$ cat src/rtl/pid_speed_controller_if.sv
// Control/status bundle between the speed controller and its neighbours
// (tachometer interface, gain registers, PWM stage).
interface pid_speed_controller_if #(
  parameter int RPM_W  = 26,
  parameter int DUTY_W = 16,
  parameter int GAIN_W = 16
);
  logic              enable_in;
  logic [GAIN_W-1:0] kp_in;
  logic [GAIN_W-1:0] ki_in;
  logic [GAIN_W-1:0] kd_in;
  logic [RPM_W-1:0]  setpoint_rpm_in;
  logic [RPM_W-1:0]  actual_rpm_in;
  logic              sample_valid_in;
  logic [DUTY_W-1:0] duty_cycle_out;
  logic              duty_valid_out;
  logic              busy_out;
  logic              sat_out;

  modport master (
    output enable_in, kp_in, ki_in, kd_in, setpoint_rpm_in, actual_rpm_in, sample_valid_in,
    input  duty_cycle_out, duty_valid_out, busy_out, sat_out
  );

  modport slave (
    input  enable_in, kp_in, ki_in, kd_in, setpoint_rpm_in, actual_rpm_in, sample_valid_in,
    output duty_cycle_out, duty_valid_out, busy_out, sat_out
  );
endinterface

$ cat src/rtl/pid_speed_controller.sv
// Per-wheel discrete PID speed loop: one update per accepted tachometer sample,
// using a single shared multiplier sequenced over P, I and D terms.
module pid_speed_controller #(
  parameter int RPM_W     = 26,
  parameter int DUTY_W    = 16,
  parameter int GAIN_W    = 16,
  parameter int FRAC_BITS = 8,
  parameter int INT_LIM   = 2**20
) (
  input  logic                  clk_in,
  input  logic                  reset_n_in,
  pid_speed_controller_if.slave bus
);

  localparam int E_W   = RPM_W + 1;
  localparam int D_W   = RPM_W + 2;
  localparam int G_W   = GAIN_W + 1;
  localparam int P_W   = G_W + D_W;
  localparam int ACC_W = 50;

  localparam logic signed [D_W-1:0] I_MAX = D_W'(INT_LIM);
  localparam logic signed [D_W-1:0] I_MIN = -I_MAX;

  typedef enum logic [2:0] {IDLE, ERR, MUL_P, MUL_I, MUL_D, OUT} state_t;

  state_t state, state_nxt;

  logic [RPM_W-1:0]        sp_l, act_l;
  logic [GAIN_W-1:0]       kp_l, ki_l, kd_l;
  logic signed [E_W-1:0]   e_reg, e_prev, i_acc;
  logic signed [D_W-1:0]   d_reg;
  logic signed [ACC_W-1:0] acc;
  logic [DUTY_W-1:0]       duty;
  logic                    duty_valid, sat_hi, sat_lo;

  logic signed [E_W-1:0]   e_now, i_next;
  logic signed [D_W-1:0]   d_now, i_cand;
  logic                    windup_hold;
  logic signed [G_W-1:0]   mul_a;
  logic signed [D_W-1:0]   mul_b;
  logic signed [P_W-1:0]   prod;
  logic signed [ACC_W-1:0] acc_shift;

  always_ff @(posedge clk_in or negedge reset_n_in) begin
    if (!reset_n_in) state <= IDLE;
    else             state <= state_nxt;
  end

  always_comb begin
    state_nxt = state;
    if (!bus.enable_in) begin
      state_nxt = IDLE;
    end else begin
      case (state)
        IDLE:    if (bus.sample_valid_in) state_nxt = ERR;
        ERR:     state_nxt = MUL_P;
        MUL_P:   state_nxt = MUL_I;
        MUL_I:   state_nxt = MUL_D;
        MUL_D:   state_nxt = OUT;
        OUT:     state_nxt = IDLE;
        default: state_nxt = IDLE;
      endcase
    end
  end

  // Error, derivative and clamped integrator candidate, all from latched operands.
  always_comb begin
    e_now  = {1'b0, sp_l} - {1'b0, act_l};
    d_now  = {e_now[E_W-1], e_now} - {e_prev[E_W-1], e_prev};
    i_cand = {i_acc[E_W-1], i_acc} + {e_now[E_W-1], e_now};
    if (i_cand > I_MAX)      i_next = I_MAX[E_W-1:0];
    else if (i_cand < I_MIN) i_next = I_MIN[E_W-1:0];
    else                     i_next = i_cand[E_W-1:0];
    windup_hold = (sat_hi && !e_now[E_W-1] && (e_now != '0)) || (sat_lo && e_now[E_W-1]);
  end

  always_comb begin
    mul_a = '0;
    mul_b = '0;
    case (state)
      MUL_P: begin
        mul_a = {1'b0, kp_l};
        mul_b = {e_reg[E_W-1], e_reg};
      end
      MUL_I: begin
        mul_a = {1'b0, ki_l};
        mul_b = {i_acc[E_W-1], i_acc};
      end
      MUL_D: begin
        mul_a = {1'b0, kd_l};
        mul_b = d_reg;
      end
      default: ;
    endcase
    prod      = P_W'(mul_a) * P_W'(mul_b);
    acc_shift = acc >>> FRAC_BITS;
  end

  always_ff @(posedge clk_in or negedge reset_n_in) begin
    if (!reset_n_in) begin
      sp_l       <= '0;
      act_l      <= '0;
      kp_l       <= '0;
      ki_l       <= '0;
      kd_l       <= '0;
      e_reg      <= '0;
      e_prev     <= '0;
      i_acc      <= '0;
      d_reg      <= '0;
      acc        <= '0;
      duty       <= '0;
      duty_valid <= 1'b0;
      sat_hi     <= 1'b0;
      sat_lo     <= 1'b0;
    end else if (!bus.enable_in) begin
      // Disabled: abandon any update in flight and restart the loop from rest.
      duty       <= '0;
      duty_valid <= 1'b0;
      sat_hi     <= 1'b0;
      sat_lo     <= 1'b0;
      i_acc      <= '0;
      e_prev     <= '0;
    end else begin
      duty_valid <= 1'b0;
      case (state)
        IDLE: begin
          if (bus.sample_valid_in) begin
            sp_l  <= bus.setpoint_rpm_in;
            act_l <= bus.actual_rpm_in;
            kp_l  <= bus.kp_in;
            ki_l  <= bus.ki_in;
            kd_l  <= bus.kd_in;
          end
        end
        ERR: begin
          e_reg <= e_now;
          d_reg <= d_now;
          if (!windup_hold) i_acc <= i_next;
        end
        MUL_P: acc <= ACC_W'(prod);
        MUL_I: acc <= acc + ACC_W'(prod);
        MUL_D: acc <= acc + ACC_W'(prod);
        OUT: begin
          if (acc_shift[ACC_W-1]) begin
            duty   <= '0;
            sat_hi <= 1'b0;
            sat_lo <= 1'b1;
          end else if (|acc_shift[ACC_W-2:DUTY_W]) begin
            duty   <= '1;
            sat_hi <= 1'b1;
            sat_lo <= 1'b0;
          end else begin
            duty   <= acc_shift[DUTY_W-1:0];
            sat_hi <= 1'b0;
            sat_lo <= 1'b0;
          end
          duty_valid <= 1'b1;
          e_prev     <= e_reg;
        end
        default: ;
      endcase
    end
  end

  assign bus.duty_cycle_out = duty;
  assign bus.duty_valid_out = duty_valid;
  assign bus.sat_out        = sat_hi | sat_lo;
  assign bus.busy_out       = (state != IDLE);

endmodule

$ cat src/flat_wrapper.sv
// flat-port wrapper written by rule: the top's interface ports become plain ports
module pid_speed_controller_flat 
#(
  parameter int RPM_W     = 26,
  parameter int DUTY_W    = 16,
  parameter int GAIN_W    = 16,
  parameter int FRAC_BITS = 8,
  parameter int INT_LIM   = 2**20
)
  (clk_in, reset_n_in, bus_enable_in, bus_kp_in, bus_ki_in, bus_kd_in, bus_setpoint_rpm_in, bus_actual_rpm_in, bus_sample_valid_in, bus_duty_cycle_out, bus_duty_valid_out, bus_busy_out, bus_sat_out);
  pid_speed_controller_if #(.RPM_W(RPM_W), .DUTY_W(DUTY_W), .GAIN_W(GAIN_W)) bus_i ();
  input  logic clk_in;
  input  logic reset_n_in;
  input wire logic [$bits(bus_i.enable_in)-1:0] bus_enable_in;
  input wire logic [$bits(bus_i.kp_in)-1:0] bus_kp_in;
  input wire logic [$bits(bus_i.ki_in)-1:0] bus_ki_in;
  input wire logic [$bits(bus_i.kd_in)-1:0] bus_kd_in;
  input wire logic [$bits(bus_i.setpoint_rpm_in)-1:0] bus_setpoint_rpm_in;
  input wire logic [$bits(bus_i.actual_rpm_in)-1:0] bus_actual_rpm_in;
  input wire logic [$bits(bus_i.sample_valid_in)-1:0] bus_sample_valid_in;
  output wire logic [$bits(bus_i.duty_cycle_out)-1:0] bus_duty_cycle_out;
  output wire logic [$bits(bus_i.duty_valid_out)-1:0] bus_duty_valid_out;
  output wire logic [$bits(bus_i.busy_out)-1:0] bus_busy_out;
  output wire logic [$bits(bus_i.sat_out)-1:0] bus_sat_out;
  assign bus_i.enable_in = bus_enable_in;
  assign bus_i.kp_in = bus_kp_in;
  assign bus_i.ki_in = bus_ki_in;
  assign bus_i.kd_in = bus_kd_in;
  assign bus_i.setpoint_rpm_in = bus_setpoint_rpm_in;
  assign bus_i.actual_rpm_in = bus_actual_rpm_in;
  assign bus_i.sample_valid_in = bus_sample_valid_in;
  assign bus_duty_cycle_out = bus_i.duty_cycle_out;
  assign bus_duty_valid_out = bus_i.duty_valid_out;
  assign bus_busy_out = bus_i.busy_out;
  assign bus_sat_out = bus_i.sat_out;
  pid_speed_controller #(.RPM_W(RPM_W), .DUTY_W(DUTY_W), .GAIN_W(GAIN_W), .FRAC_BITS(FRAC_BITS), .INT_LIM(INT_LIM)) u_core (.clk_in(clk_in), .reset_n_in(reset_n_in), .bus(bus_i));
endmodule
$ cat config.mk
export PLATFORM = sky130hd
export DESIGN_NAME = pid_speed_controller_flat
export DESIGN_NICKNAME = d
export VERILOG_FILES = /design/src/rtl/pid_speed_controller_if.sv /design/src/rtl/pid_speed_controller.sv /design/src/flat_wrapper.sv
export SDC_FILE = /design/constraint.sdc
export NUM_CORES = 2
export LEC_CHECK = 0
export CORE_ASPECT_RATIO = 1.75
export CORE_MARGIN = 4
export CORE_UTILIZATION = 35
export DETAILED_ROUTE_END_ITERATION = 6
export PLACE_DENSITY_LB_ADDON = 0.25
export SETUP_SLACK_MARGIN = 0.15
export SLEW_MARGIN = 40
export SYNTH_ARGS = -nofsm -noshare
export SYNTH_HDL_FRONTEND = slang
export SYNTH_SLANG_ARGS = --single-unit
$ cat constraint.sdc
create_clock -name clk_in -period 22.5 [get_ports clk_in]
set_input_delay 3.375 -clock clk_in [delete_from_list [all_inputs] [get_ports clk_in]]
set_output_delay 3.375 -clock clk_in [all_outputs]
set_load 0.02 [all_outputs]
==> impl_metrics.tcl <==
set metrics [dict create \
    status "completed" \
    worstMarginPinSlew_ns 0.885 \
    max-cap-violations 0 \
    ys_async_sr_fraction_pct 100 \
    synthToLayoutAreaGrowth_pct 11.8 \
    max_stage_delay_ns 0.74 \
    ir_drop_mv 0.0703 \
    synth_fa_ha_area_share_pct 34.4 \
    syn_area_um2 34300 \
    synthesis.nets 4643 \
    r2r-start "u_core.state[0]$_DFFE_PN0P_" \
    wl_per_cell_um 20.8 \
    finalHoldViolCount 0 \
    place_area_um2 37200 \
    port_buffers 122 \
    grt_usage_pct 21.3 \
    fin_skew_ns 0.0215 \
    htreeDepth 1 \
    cts.sinks 281 \
    synthCells 3858 \
    leakagePower_nw 18.4 \
    drc 0 \
    cp.arrival_ns 12.31 \
    worst_path_max_delay_cell "dfrtp_4" \
    slew_violations 0 \
    largest_register_ff_count 50 \
    core-area_um2 96900 \
    synth-seq-cells 281 \
    path_clk_slew_ns 0.07 \
    yosys.cell_types.count 77 \
    vias 27300 \
    synth_top_area_share_pct 25.5 \
    final_area_um2 38300 \
    synth-simple-area-share_pct 13.1 \
    yosysSeqAreaShare_pct 20.5 \
    worstSkewPairLatency_ns 0.63 \
    setup.worst_path.start_class "flop" \
    crit_type "flop to flop" \
    cp_max_fo 29 \
    cpMostUsedCell "fa_1" \
    die_y_um 422 \
    grt_max_degree 99 \
    overflow 0 \
    cp-startpoint "u_core.state[0]$_DFFE_PN0P_" \
    root_buffer "clkbuf_16" \
    firstDrtPassIters 5 \
    max-slew-margin-rel_pct 40.3 \
    start_util_pct 35.4 \
    synthXorXnorAreaFrac_pct 3.55 \
    drive_gt1_share_pct 7.01 \
    ys.warnings.count 0 \
    synth_top_family_by_area "adder cells" \
    avgSynthCellArea_um2 8.88 \
    period_needed_ns 11.82 \
    fmax_ghz 0.0846 \
    fillerInstances 9882 \
    grt_pass1_wl_um 171000 \
    synth_mux_area_share_pct 5.24 \
    drtIter0Drc 1379 \
    hp-start "u_core.d_reg[25]$_DFFE_PN0P_" \
    antenna_left 0 \
    setup_viol 0 \
    final_util_pct 39.5 \
    holdBufCountCts 0 \
    synth_edf_count 0 \
    endpoint_kind "flop" \
    yosys.area.top_type "fa_1" \
    cts_buffers 31 \
    rsz0062_at_grt "no" \
    synth_compound_gate_area_share_pct 14.5 \
    drt_wl_total_um 109000 \
    hp-class "flop to flop" \
    nets 4727 \
    die_area_um2 103000 \
    antenna_found_initial 1 \
    cp.required_ns 23.00 \
    grt_pass1_vias 29900 \
    viasPerCell 5.19 \
    fin_setup_tns_ns 0 \
    cts-resized-gates 0 \
    dp_hpwl_um 90700 \
    rows 151 \
    fin_crit_sh_pct 52.5 \
    synth_area_leaders "fa_1 (26%), dfrtp_1 (21%), ha_1 (8.9%)" \
    die_w_um 245 \
    n_antenna_cell 0 \
    p_per_area_nw_per_um2 82.1 \
    post-cts-setup-buffers 0 \
    io_pins 123 \
    gp_congestion 0.975 \
    clk_path_buf_depth 3 \
    cts_tree "done" \
    synth_ff_type "dfrtp_1" \
]
## final timing paths
path | cells after the start | slack [ns] | endpoint
max | 41 | 10.68 | u_core.acc[49]$_DFFE_PN0P_
min | 2 | 0.48 | u_core.d_reg[25]$_DFFE_PN0P_
max reg2reg | 41 | 10.68 | u_core.acc[49]$_DFFE_PN0P_
min reg2reg | 2 | 0.48 | u_core.d_reg[25]$_DFFE_PN0P_
max in group asynchronous | 4 | 17.96 | u_core.acc[48]$_DFFE_PN0P_
min in group asynchronous | 1 | 2.59 | u_core.kd_l[9]$_DFFE_PN0P_
## through the flow
step,setup WS (ns),hold WS (ns),power [mW],cells
after floorplan,11.93,0.448,2.03,3858
after global placement,10.74,0.462,2.57,5207
after detailed placement,10.71,0.469,2.58,5208
after CTS,10.63,0.484,3.16,5264
after global routing,9.76,0.495,3.39,5265
final,10.68,0.481,3.15,5265
## cell usage after synthesis (all sizes together), types with 89 or more instances
cell type / number
a21o: 89
a21oi: 209
clkbuf: 125
dfrtp: 281
fa: 437
ha: 244
inv: 646
mux2: 116
nand2: 467
nor2: 328
o21ai: 187
xnor2: 93
## layout make-up
type                       instances  area [µm²]  area share [%]
sequential                       281        7040            18.4
multi-input combinational       2796       24400            63.7
tap                             1300        1630            4.25
inverter                         647        2430            6.34
timing repair buffer             185        1740            4.55
clock inverter                    14         193           0.503
clock buffer                      42         867            2.26
## layer usage
layer	track usage, %	wire, µm	vias to the layer above
met3	2.03	3710	290
met2	42.1	60700	673
li1	-	-	12700
met4	11.9	7720	0
met5	0	0	-
met1	21.4	37300	13600
## report_power, final
group,switching (mW),internal (mW)
clock,0.241,0.315
combinational,1.13,0.722
sequential,0.106,0.633
total,1.48,1.67
## cells in the final DEF, fill, tap and decap left out, drive strengths merged, types with 17 or more instances in the layout
cell type	n
clkbuf	42
o21a	64
and3	20
a31oi	22
a21o	89
buf	64
xor2	46
nand2	467
nand2b	34
and2	17
xnor2	93
o21ai	187
a221o	19
o21bai	26
ha	244
inv	648
fa	437
a211oi	22
a21oi	209
nor3	41
a22o	29
nor2	328
nand3	30
nand4	22
nor2b	25
dfrtp	281
mux2	116
mux2i	49
clkdlybuf4s50	121
## worst max-delay path, delay by kind of cell (launching register included)
kind / cells / cell delay [ns]
AOI/OAI and AO/OA: 23 / 5.60
xor gates and xnor gates: 1 / 0.12
adders and majority gates: 8 / 3.57
buffers and inverters: 5 / 0.73
DFF: 1 / 0.74
muxes: 1 / 0.33
and+or+nand+nor: 3 / 0.57
## cells by family after synthesis
logic type      count (synthesis)
simple gates                 1042
buf+inv                       781
compound gates                769
fa+ha+maj                     681
flops                         281
mux                           165
xor+xnor                      139
Power figures use the tool's default switching activity.
